==> config.mk <==
export PLATFORM = sky130hd
export DESIGN_NAME = rv32i_alu
export DESIGN_NICKNAME = d
export VERILOG_FILES = /design/src/rtl/alu_pkg.sv /design/src/rtl/rv32i_alu_addsub.sv /design/src/rtl/rv32i_alu.sv
export SDC_FILE = /design/constraint.sdc
export NUM_CORES = 1
export LEC_CHECK = 0
export CORE_UTILIZATION = 36
export DETAILED_ROUTE_END_ITERATION = 16
export PLACE_DENSITY = 0.55
export SETUP_SLACK_MARGIN = 0.15
export SLEW_MARGIN = 20
export SYNTH_ARGS = -nofsm -noshare
export SYNTH_HDL_FRONTEND = slang
export SYNTH_SLANG_ARGS = --single-unit
==> constraint.sdc <==
create_clock -name i_clk -period 7.65 [get_ports i_clk]
set_input_delay 1.53 -clock i_clk [delete_from_list [all_inputs] [get_ports i_clk]]
set_output_delay 1.53 -clock i_clk [all_outputs]
set_load 0.05 [all_outputs]
==> src/rtl/alu_pkg.sv <==
// Shared types and constants for the RV32I integer ALU.
// The op encoding follows the {funct7[5], funct3} layout of the base ISA.
package alu_pkg;

    localparam int DATA_W = 32;
    localparam int SHAMT_W = 5;

    typedef enum logic [3:0] {
        ALU_ADD  = 4'b0000,
        ALU_SLL  = 4'b0001,
        ALU_SLT  = 4'b0010,
        ALU_SLTU = 4'b0011,
        ALU_XOR  = 4'b0100,
        ALU_SRL  = 4'b0101,
        ALU_OR   = 4'b0110,
        ALU_AND  = 4'b0111,
        ALU_SUB  = 4'b1000,
        ALU_SRA  = 4'b1101,
        ALU_LUI  = 4'b1111
    } alu_op_e;

    function automatic logic [DATA_W-1:0] bit_reverse(input logic [DATA_W-1:0] value);
        logic [DATA_W-1:0] result;
        for (int i = 0; i < DATA_W; i++) begin
            result[i] = value[DATA_W-1-i];
        end
        return result;
    endfunction

endpackage

==> src/rtl/rv32i_alu_addsub.sv <==
// Shared 33-bit adder for ADD, SUB, SLT and SLTU.
// Subtraction is a + ~b + 1, so the carry-out directly gives the unsigned compare.
module rv32i_alu_addsub
    import alu_pkg::*;
(
    input  logic              i_sub,
    input  logic [DATA_W-1:0] i_operand_a,
    input  logic [DATA_W-1:0] i_operand_b,
    output logic [DATA_W-1:0] o_sum,
    output logic              o_carry,
    output logic              o_lt,
    output logic              o_ltu
);

    logic [DATA_W-1:0] operand_b_eff;
    logic [DATA_W:0]   sum_full;

    assign operand_b_eff = i_sub ? ~i_operand_b : i_operand_b;
    assign sum_full      = {1'b0, i_operand_a} + {1'b0, operand_b_eff}
                         + {{DATA_W{1'b0}}, i_sub};

    assign o_sum   = sum_full[DATA_W-1:0];
    assign o_carry = sum_full[DATA_W];

    // A borrow (no carry-out) means a < b unsigned; on sign mismatch the negative operand is smaller.
    assign o_ltu = ~o_carry;
    assign o_lt  = (i_operand_a[DATA_W-1] != i_operand_b[DATA_W-1]) ? i_operand_a[DATA_W-1]
                                                                     : o_sum[DATA_W-1];

endmodule

==> src/rtl/rv32i_alu.sv <==
// RV32I integer ALU: combinational result plus a registered debug/pipeline tap.
// Shifts share one right barrel shifter; SLL reverses bits around it.
module rv32i_alu
    import alu_pkg::*;
(
    input  logic              i_clk,
    input  logic              i_rst_n,
    input  logic [3:0]        i_alu_op,
    input  logic [DATA_W-1:0] i_operand_a,
    input  logic [DATA_W-1:0] i_operand_b,
    output logic [DATA_W-1:0] o_alu_data,
    output logic [DATA_W-1:0] o_alu_data_q
);

    alu_op_e           alu_op;
    logic              use_sub;
    logic [DATA_W-1:0] sum;
    logic              carry;
    logic              lt;
    logic              ltu;

    logic [SHAMT_W-1:0] shamt;
    logic               shift_fill;
    logic [DATA_W-1:0]  shift_in;
    logic [DATA_W-1:0]  shift_s0;
    logic [DATA_W-1:0]  shift_s1;
    logic [DATA_W-1:0]  shift_s2;
    logic [DATA_W-1:0]  shift_s3;
    logic [DATA_W-1:0]  shift_s4;

    logic [DATA_W-1:0] alu_data_d;
    logic [DATA_W-1:0] alu_data_q;

    assign alu_op  = alu_op_e'(i_alu_op);
    assign use_sub = (alu_op != ALU_ADD);

    rv32i_alu_addsub u_addsub (
        .i_sub       (use_sub),
        .i_operand_a (i_operand_a),
        .i_operand_b (i_operand_b),
        .o_sum       (sum),
        .o_carry     (carry),
        .o_lt        (lt),
        .o_ltu       (ltu)
    );

    assign shamt      = i_operand_b[SHAMT_W-1:0];
    assign shift_fill = (alu_op == ALU_SRA) & i_operand_a[DATA_W-1];
    assign shift_in   = (alu_op == ALU_SLL) ? bit_reverse(i_operand_a) : i_operand_a;

    assign shift_s0 = shamt[0] ? {shift_fill,         shift_in[DATA_W-1:1]}  : shift_in;
    assign shift_s1 = shamt[1] ? {{2{shift_fill}},    shift_s0[DATA_W-1:2]}  : shift_s0;
    assign shift_s2 = shamt[2] ? {{4{shift_fill}},    shift_s1[DATA_W-1:4]}  : shift_s1;
    assign shift_s3 = shamt[3] ? {{8{shift_fill}},    shift_s2[DATA_W-1:8]}  : shift_s2;
    assign shift_s4 = shamt[4] ? {{16{shift_fill}},   shift_s3[DATA_W-1:16]} : shift_s3;

    always_comb begin
        // NOTE: the default assignment before the case keeps this block free of inferred latches.
        alu_data_d = '0;
        case (alu_op)
            ALU_ADD,
            ALU_SUB:  alu_data_d = sum;
            ALU_SLT:  alu_data_d = {{(DATA_W-1){1'b0}}, lt};
            ALU_SLTU: alu_data_d = {{(DATA_W-1){1'b0}}, ltu};
            ALU_SLL:  alu_data_d = bit_reverse(shift_s4);
            ALU_SRL,
            ALU_SRA:  alu_data_d = shift_s4;
            ALU_XOR:  alu_data_d = i_operand_a ^ i_operand_b;
            ALU_OR:   alu_data_d = i_operand_a | i_operand_b;
            ALU_AND:  alu_data_d = i_operand_a & i_operand_b;
            ALU_LUI:  alu_data_d = i_operand_b;
            default:  alu_data_d = '0;
        endcase
    end

    always_ff @(posedge i_clk or negedge i_rst_n) begin
        // NOTE: sequential state uses non-blocking assignment so every flop samples pre-edge values.
        if (!i_rst_n) begin
            alu_data_q <= '0;
        end else begin
            alu_data_q <= alu_data_d;
        end
    end

    assign o_alu_data   = alu_data_d;
    assign o_alu_data_q = alu_data_q;

endmodule

==> results.env, run 1 <==
RESULT_OF_THE_RUN='finished clean'
SYNTHESIS.AREA_PER_INSTANCE_UM2=8.42
GRT_ANTENNA_BEFORE_REPAIR=0
WORST_SETUP_PATH_START_KIND='input pin'
MAXCLOCKFREQUENCY_MHz=138
MAXCAPVIOLCOUNT=0
DRT-INITIAL-DRC-COUNT=719
SYNTHESIS.YOSYS.WARNINGS=0
HPWLAFTERDP_MM=21.8
DRT_WL_TOTAL_MM=27.9
ROUTE.ANTENNA.REMAINING_NETS=0
INITIAL_UTILIZATION=0.372
HOLD_PATH_CLASS='input pin to asynchronous set/reset pin'
FIRSTDRTPASSITERS=5
LAYOUT.CORE_UTILIZATION=0.470
DETAIL_ROUTE.DRC_VIOLATIONS=0
CRITPATHCAPTURETYPE='primary output'
FINAL-HOLD-VIOLATION-COUNT=0
LARGEST_REGISTER_FF_COUNT=32
TIMING_MAX_TRANSITION_VIOLATIONS_FINAL=0
PATH_CLK_SLEW_NS=0.06
FIN_CELLS=1254
SYNTH_CELL_TYPES=73
YS_DOMINANT_REG_CELL='sky130_fd_sc_hd__dfrtp_1'
GRT_REMAINING_OVERFLOW=0
SYN_AREA_UM2=7360
HOLD_BUFFERS=0
P_LEAK_nW=3.93
HOLD_WS_NS=1.31
SEQUENTIAL_CELL_AREA_UM2=801
FINAL-SETUP-VIOL-COUNT=0
SYNTH_SEQ_AREA_SHARE=0.109
IR_WORST_VDD_uV=82.2
DIEAREA_UM2=21000
FINAL_LAYOUT_SIZE_SUFFIX_GT1_FRAC=0.149
CLOCKBUFFERDEPTH=2
RSZ_0062_RAISED_AFTER_GLOBAL_ROUTING='true'
GRT_PASS1_VIAS=7232
FIN_CRIT_SH=0.948
GP_ROUTABILITY_CONGESTION=0.989
PATH_CLASS='input pin to primary output'
DR_WL_MET2_MM=12.9
INSERTEDDIODECOUNT=0
SYNTH_ENABLE_FLOP_CELLS=0
POSTSYNTH.ASYNCRESETSHARE=1.00
MULTI_INPUT_GATE_AREA_UM2=6080
CTS_SINKS=32
PORTBUFFERS=133
WL_PER_CELL_UM=22.3
SYNTHTOLAYOUTAREAGROWTH_PCT=26.3
CTS_SETUP_BUFFERS=0
GRT_MAX_DEGREE=33
VIAS=7730
WIRE_LENGTH_OF_THE_FIRST_GLOBAL_ROUTING_PASS_MM=43.2
SLEW-LIMIT-HEADROOM=0.360
DIE_Y_UM=145
SETUP_TNS_NS=0
FILL_CELLS=1975
FINAL_NET_COUNT=1156
GROUTE.USAGE.OVERALL=0.263
TOP_LAYER='met4'
REQUIRED_NS=6.12
FP-ROW-COUNT=51
CTS_ROOT_BUF='sky130_fd_sc_hd__clkbuf_16'
SYNTH.FF_LATCH_COUNT=32
TRITONCTS.NUM_BUFFERS=5
MET3WIRELENGTH_MM=1.96
FINAL_CRITICAL_PERIOD_NS=7.25
CRITPATHMAXFANOUT=11
CTS_TREE='yes'
WORST-SLEW-PIN-TRANSITION_NS=0.960
HTREEDEPTH=2
CRITICAL_PATH_ARRIVAL_NS=5.72
CTS.REPAIR.RESIZED=0
ROUTED_VIA_DENSITY=6.16
SYN-NUM-NETS=1042
DETAIL_ROUTE.WIRELENGTH.MET1_MM=12.7
SYN_INST=874
PLACE.DETAILED.INSTANCES=1246
CORE_AREA_UM2=19800
IOPINCOUNT=134
DIE-WIDTH_UM=145
P_PER_AREA_nW_PER_UM2=135
[final timing paths]
check | startpoint | end | slack (ns) | cells past startpoint
worst min-delay path | i_rst_n | o_alu_data_q[17]$_DFF_PN0_ | 1.31 | 1
max in group asynchronous | i_rst_n | o_alu_data_q[30]$_DFF_PN0_ | 5.86 | 1
worst max-delay path | i_alu_op[1] | o_alu_data[30] | 0.40 | 18
min in group i_clk | i_operand_b[16] | o_alu_data_q[16]$_DFF_PN0_ | 2.07 | 3
[synth_stat cells, types with 8 or more instances]
cell                       instances  share of area
sky130_fd_sc_hd__a221o_1          16          0.022
sky130_fd_sc_hd__o21ai_0          57          0.039
sky130_fd_sc_hd__nor2_1           39          0.020
sky130_fd_sc_hd__xnor2_1          41          0.049
sky130_fd_sc_hd__nand2b_1          9         0.0076
sky130_fd_sc_hd__mux2i_1          37          0.050
sky130_fd_sc_hd__inv_1            68          0.035
sky130_fd_sc_hd__nor3_1           14         0.0095
sky130_fd_sc_hd__nand3_1          15          0.010
sky130_fd_sc_hd__mux4_2           45           0.14
sky130_fd_sc_hd__a21o_1            8         0.0082
sky130_fd_sc_hd__a22oi_1          31          0.032
sky130_fd_sc_hd__a211oi_1         10          0.010
sky130_fd_sc_hd__clkbuf_1         48          0.024
sky130_fd_sc_hd__mux2_2           10          0.015
sky130_fd_sc_hd__o221ai_1         10          0.012
sky130_fd_sc_hd__xor2_1           11          0.013
sky130_fd_sc_hd__a21oi_1          57          0.039
sky130_fd_sc_hd__o211ai_1          9         0.0092
sky130_fd_sc_hd__a221oi_1         18          0.021
sky130_fd_sc_hd__nand2_1          65          0.033
sky130_fd_sc_hd__dfrtp_1          32           0.11
sky130_fd_sc_hd__ha_1             97           0.16
[cell type report]
class | count | share of cell area
multi-input cells | 709 | 0.654
repair buffers | 168 | 0.177
flip-flops and latches | 32 | 0.0861
well taps | 265 | 0.0357
inverters | 72 | 0.0291
clock buffers | 6 | 0.0139
clock inverters | 2 | 0.00377
[cells in the final DEF, fill, tap and decap left out, types with 11 or more instances in the layout]
master / n
sky130_fd_sc_hd__o21ai_0: 57
sky130_fd_sc_hd__a221o_1: 16
sky130_fd_sc_hd__nor3_1: 12
sky130_fd_sc_hd__dfrtp_1: 32
sky130_fd_sc_hd__nand3_1: 15
sky130_fd_sc_hd__xor2_1: 11
sky130_fd_sc_hd__clkdlybuf4s50_1: 100
sky130_fd_sc_hd__a21oi_1: 57
sky130_fd_sc_hd__ha_1: 97
sky130_fd_sc_hd__mux4_2: 45
sky130_fd_sc_hd__xnor2_1: 41
sky130_fd_sc_hd__a22oi_1: 31
sky130_fd_sc_hd__buf_12: 11
sky130_fd_sc_hd__nor2_1: 38
sky130_fd_sc_hd__a221oi_1: 18
sky130_fd_sc_hd__nand2_1: 65
sky130_fd_sc_hd__inv_1: 68
sky130_fd_sc_hd__mux2i_1: 37
sky130_fd_sc_hd__buf_4: 56
[per-layer routing]
metal	global-route usage	up-vias
met5	0	-
met4	0.0596	0
met1	0.375	3834
met2	0.419	321
li1	-	3550
met3	0.0346	25
[through the flow]
stage	area, um2	setup WS (ns)	total power, mW
6_report	9300	0.400	1.26
5_1_grt	9300	0.134	1.32
4_1_cts	9290	0.393	1.25
3_5_place_dp	9120	0.395	1.01
3_3_place_gp	9120	0.487	1.01
2_1_floorplan	7360	0.163	0.720
[kinds of logic (layout without fill, tap and decap cells)]
logic type	Yosys count	count (layout)	share of synthesized area
DFF	32	32	0.109
muxes	94	94	0.208
and+or+nand+nor	192	192	0.128
buffers and inverters	133	248	0.0700
xor gates and xnor gates	52	52	0.0619
adders and majority gates	98	98	0.168
AOI/OAI and AO/OA	273	273	0.256
[critical path, stage by stage]
cell and delay (ns):
sky130_fd_sc_hd__clkdlybuf4s50_1 0.55, sky130_fd_sc_hd__nor4_2 0.19, sky130_fd_sc_hd__buf_4 0.22, sky130_fd_sc_hd__buf_4 0.25, sky130_fd_sc_hd__xnor2_1 0.14, sky130_fd_sc_hd__ha_1 0.29, sky130_fd_sc_hd__and3_1 0.18, sky130_fd_sc_hd__a221oi_1 0.30
sky130_fd_sc_hd__buf_4 0.19, sky130_fd_sc_hd__nor3_1 0.05, sky130_fd_sc_hd__o311ai_0 0.33, sky130_fd_sc_hd__buf_4 0.21, sky130_fd_sc_hd__nand3_1 0.15, sky130_fd_sc_hd__a2111oi_1 0.45, sky130_fd_sc_hd__buf_4 0.20, sky130_fd_sc_hd__nor4_1 0.05
sky130_fd_sc_hd__nand3b_1 0.23, sky130_fd_sc_hd__buf_12 0.20
[report_power, final]
group | switching (mW) | internal (mW) | total [mW]
Combinational | 0.506 | 0.319 | 0.825
Sequential | 0.00480 | 0.192 | 0.196
Clock | 0.0804 | 0.153 | 0.234
Total | 0.591 | 0.664 | 1.26
(Power assumes the default switching activity.)
==> run 2, diff against run 1 <==
--- a/config.mk
+++ b/config.mk
@@ -5,6 +5,7 @@
 export SDC_FILE = /design/constraint.sdc
 export NUM_CORES = 1
 export LEC_CHECK = 0
+export ABC_CLOCK_PERIOD_IN_PS = 7650
 export CORE_UTILIZATION = 36
 export DETAILED_ROUTE_END_ITERATION = 16
 export PLACE_DENSITY = 0.55
==> results of run 2 <==
Final layout, timing and power as in run 1 (identical DEF).
==> run 3, diff against run 2 <==
--- a/config.mk
+++ b/config.mk
@@ -5,7 +5,7 @@
 export SDC_FILE = /design/constraint.sdc
 export NUM_CORES = 1
 export LEC_CHECK = 0
-export ABC_CLOCK_PERIOD_IN_PS = 7650
+export ABC_CLOCK_PERIOD_IN_PS = 6800
 export CORE_UTILIZATION = 36
 export DETAILED_ROUTE_END_ITERATION = 16
 export PLACE_DENSITY = 0.55
==> constraint.sdc (replaced) <==
create_clock -name i_clk -period 6.8 [get_ports i_clk]
set_input_delay 1.36 -clock i_clk [delete_from_list [all_inputs] [get_ports i_clk]]
set_output_delay 1.36 -clock i_clk [all_outputs]
set_load 0.05 [all_outputs]
==> run 3 against run 2 <==
Effect of this change: wire length shrank 0.48%; die area unchanged; cell area is 3.8% higher; clock-buffer cell count did not move; global-route usage is 0.18 points lower; worst hold slack got worse by 0.18 ns; setup slack got worse by 0.14 ns; critical endpoint unchanged; largest power group unchanged.
==> results.env, run 3 (synthesis results as in run 1) <==
RESULT_OF_THE_RUN='finished clean'
SLEW-LIMIT-HEADROOM=0.368
MOST_USED_ROUTING_LAYER_IN_GLOBAL_ROUTING='met2'
CLOCKBUFFERDEPTH=2
P_PER_AREA_nW_PER_UM2=148
TIMING_MAX_TRANSITION_VIOLATIONS_FINAL=0
IOPINCOUNT=134
CRITICAL_PATH_ARRIVAL_NS=5.18
CRITPATHCAPTURETYPE='primary output'
GRT_USE_MET3=0.0365
LAYOUT.CORE_UTILIZATION=0.488
FIN_CRIT_SH=0.961
CTS_SINKS=32
MAXCLOCKFREQUENCY_MHz=153
VIAS=7784
FINAL_LAYOUT_SIZE_SUFFIX_GT1_FRAC=0.181
GRT_MAX_DEGREE=33
GRT_REMAINING_OVERFLOW=0
LAYOUT.CELLS.MOST_COMMON='sky130_fd_sc_hd__clkdlybuf4s50_1'
SETUP_TNS_NS=0
GRT_ANTENNA_BEFORE_REPAIR=0
WORST_SETUP_PATH_START_KIND='input pin'
SEQUENTIAL_CELL_AREA_UM2=801
DRT-INITIAL-DRC-COUNT=680
P_LEAK_nW=4.10
DIE-WIDTH_UM=145
CTS_ROOT_BUF='sky130_fd_sc_hd__clkbuf_16'
TRITONCTS.NUM_BUFFERS=5
GRT_UTIL_MET2=0.417
LARGEST_REGISTER_FF_COUNT=32
RSZ_0062_RAISED_AFTER_GLOBAL_ROUTING='true'
FINAL_CRITICAL_PERIOD_NS=6.54
PATH_CLASS='input pin to primary output'
PORTBUFFERS=133
DETAIL_ROUTE.DRC_VIOLATIONS=0
CPMAXSTAGEDELAYCELL='sky130_fd_sc_hd__mux4_2'
DIEAREA_UM2=21000
GP_ROUTABILITY_CONGESTION=0.973
GRT_PASS1_VIAS=7393
FINAL-SETUP-VIOL-COUNT=0
POWER_mW=1.42
ROUTE.ANTENNA.REMAINING_NETS=0
DRT_WL_TOTAL_MM=27.8
WORST-SLEW-PIN-TRANSITION_NS=0.945
INSERTEDDIODECOUNT=0
CRITPATHTOPFAMILY='multiplexers'
FP-ROW-COUNT=51
FIRSTDRTPASSITERS=5
CRITPATHMAXFANOUT=26
HPWLAFTERDP_MM=21.8
WL_PER_CELL_UM=21.7
HOLD_BUFFERS=0
WIRE_LENGTH_OF_THE_FIRST_GLOBAL_ROUTING_PASS_MM=43.0
IR_WORST_VDD_uV=82.7
CORE_AREA_UM2=19800
SYNTHTOLAYOUTAREAGROWTH_PCT=31.1
TIMING.CRITICAL_PATH.CELLS='clkdlybuf4s50_1 > buf_4 > or4b_1 > buf_12 > mux4_2 > mux4_2 > mux2i_1 > a221oi_1 > a221oi_1 > nand3b_1 > buf_12'
PATH_CLK_SLEW_NS=0.06
GROUTE.USAGE.OVERALL=0.261
HOLD_PATH_CLASS='input pin to asynchronous set/reset pin'
ROUTED_VIA_DENSITY=6.08
HTREEDEPTH=2
CP_BUFS_INVS=4
CPPEAKSTAGEDELAY_NS=0.53
FILL_CELLS=1957
FINAL_CELL_MIX='100 x sky130_fd_sc_hd__clkdlybuf4s50_1, 97 x sky130_fd_sc_hd__ha_1, 75 x sky130_fd_sc_hd__buf_4'
MULTI_INPUT_GATE_AREA_UM2=6170
MAXCAPVIOLCOUNT=0
FINAL-HOLD-VIOLATION-COUNT=0
FINAL_NET_COUNT=1182
MET1_USAGE=0.364
DIE_Y_UM=145
INITIAL_UTILIZATION=0.372
REQUIRED_NS=5.44
CTS_TREE='yes'
==> run 3: area by class of cell <==
| class | instances | share of cell area |
|---|---|---|
| Multi-Input combinational cell | 709 | 0.640 |
| Inverter | 72 | 0.0280 |
| Sequential cell | 32 | 0.0830 |
| Tap cell | 265 | 0.0344 |
| Timing Repair Buffer | 194 | 0.199 |
| Clock inverter | 2 | 0.00156 |
| Clock buffer | 6 | 0.0144 |
==> run 3: path summary, 6_finish.rpt <==
check / start / to / slack, ns / cells after the start
setup / recovery: i_alu_op[0] / o_alu_data[30] / 0.26 / 11
hold / removal: i_rst_n / o_alu_data_q[17]$_DFF_PN0_ / 1.13 / 1
max in group asynchronous: i_rst_n / o_alu_data_q[30]$_DFF_PN0_ / 5.20 / 1
min in group i_clk: i_operand_b[16] / o_alu_data_q[16]$_DFF_PN0_ / 1.86 / 3
==> run 3: repair_timing <==
item | CTS | global route
buffers inserted | 0 | 3
setup endpoints to repair | 4 | 7
pin swaps | 0 | 5
gates resized for setup | 4 | 12
cloned | 0 | 0
==> run 3: metal layers <==
metal / wire length (um) / vias to the layer above
li1: - / 3603
met1: 12500 / 3817
met2: 12600 / 326
met3: 2060 / 38
met4: 635 / 0
met5: 0 / -
==> run 3: per-stage QoR <==
stage | instance area (um2) | worst slack (ns) | std cells | hold slack, ns
after floorplan | 7390 | 0.208 | 874 | 1.06
after global placement | 9400 | 0.0943 | 1269 | 1.47
after detailed placement | 9400 | 0.0896 | 1269 | 1.47
after CTS | 9570 | 0.143 | 1277 | 1.17
after global routing | 9650 | 0.0590 | 1280 | 1.21
final | 9650 | 0.265 | 1280 | 1.13
==> run 3: report_power, final <==
group / internal, mW / total [mW] / switching, mW
combinational: 0.388 / 0.968 / 0.581
clock: 0.146 / 0.235 / 0.0895
sequential: 0.216 / 0.221 / 0.00556
total: 0.749 / 1.42 / 0.676
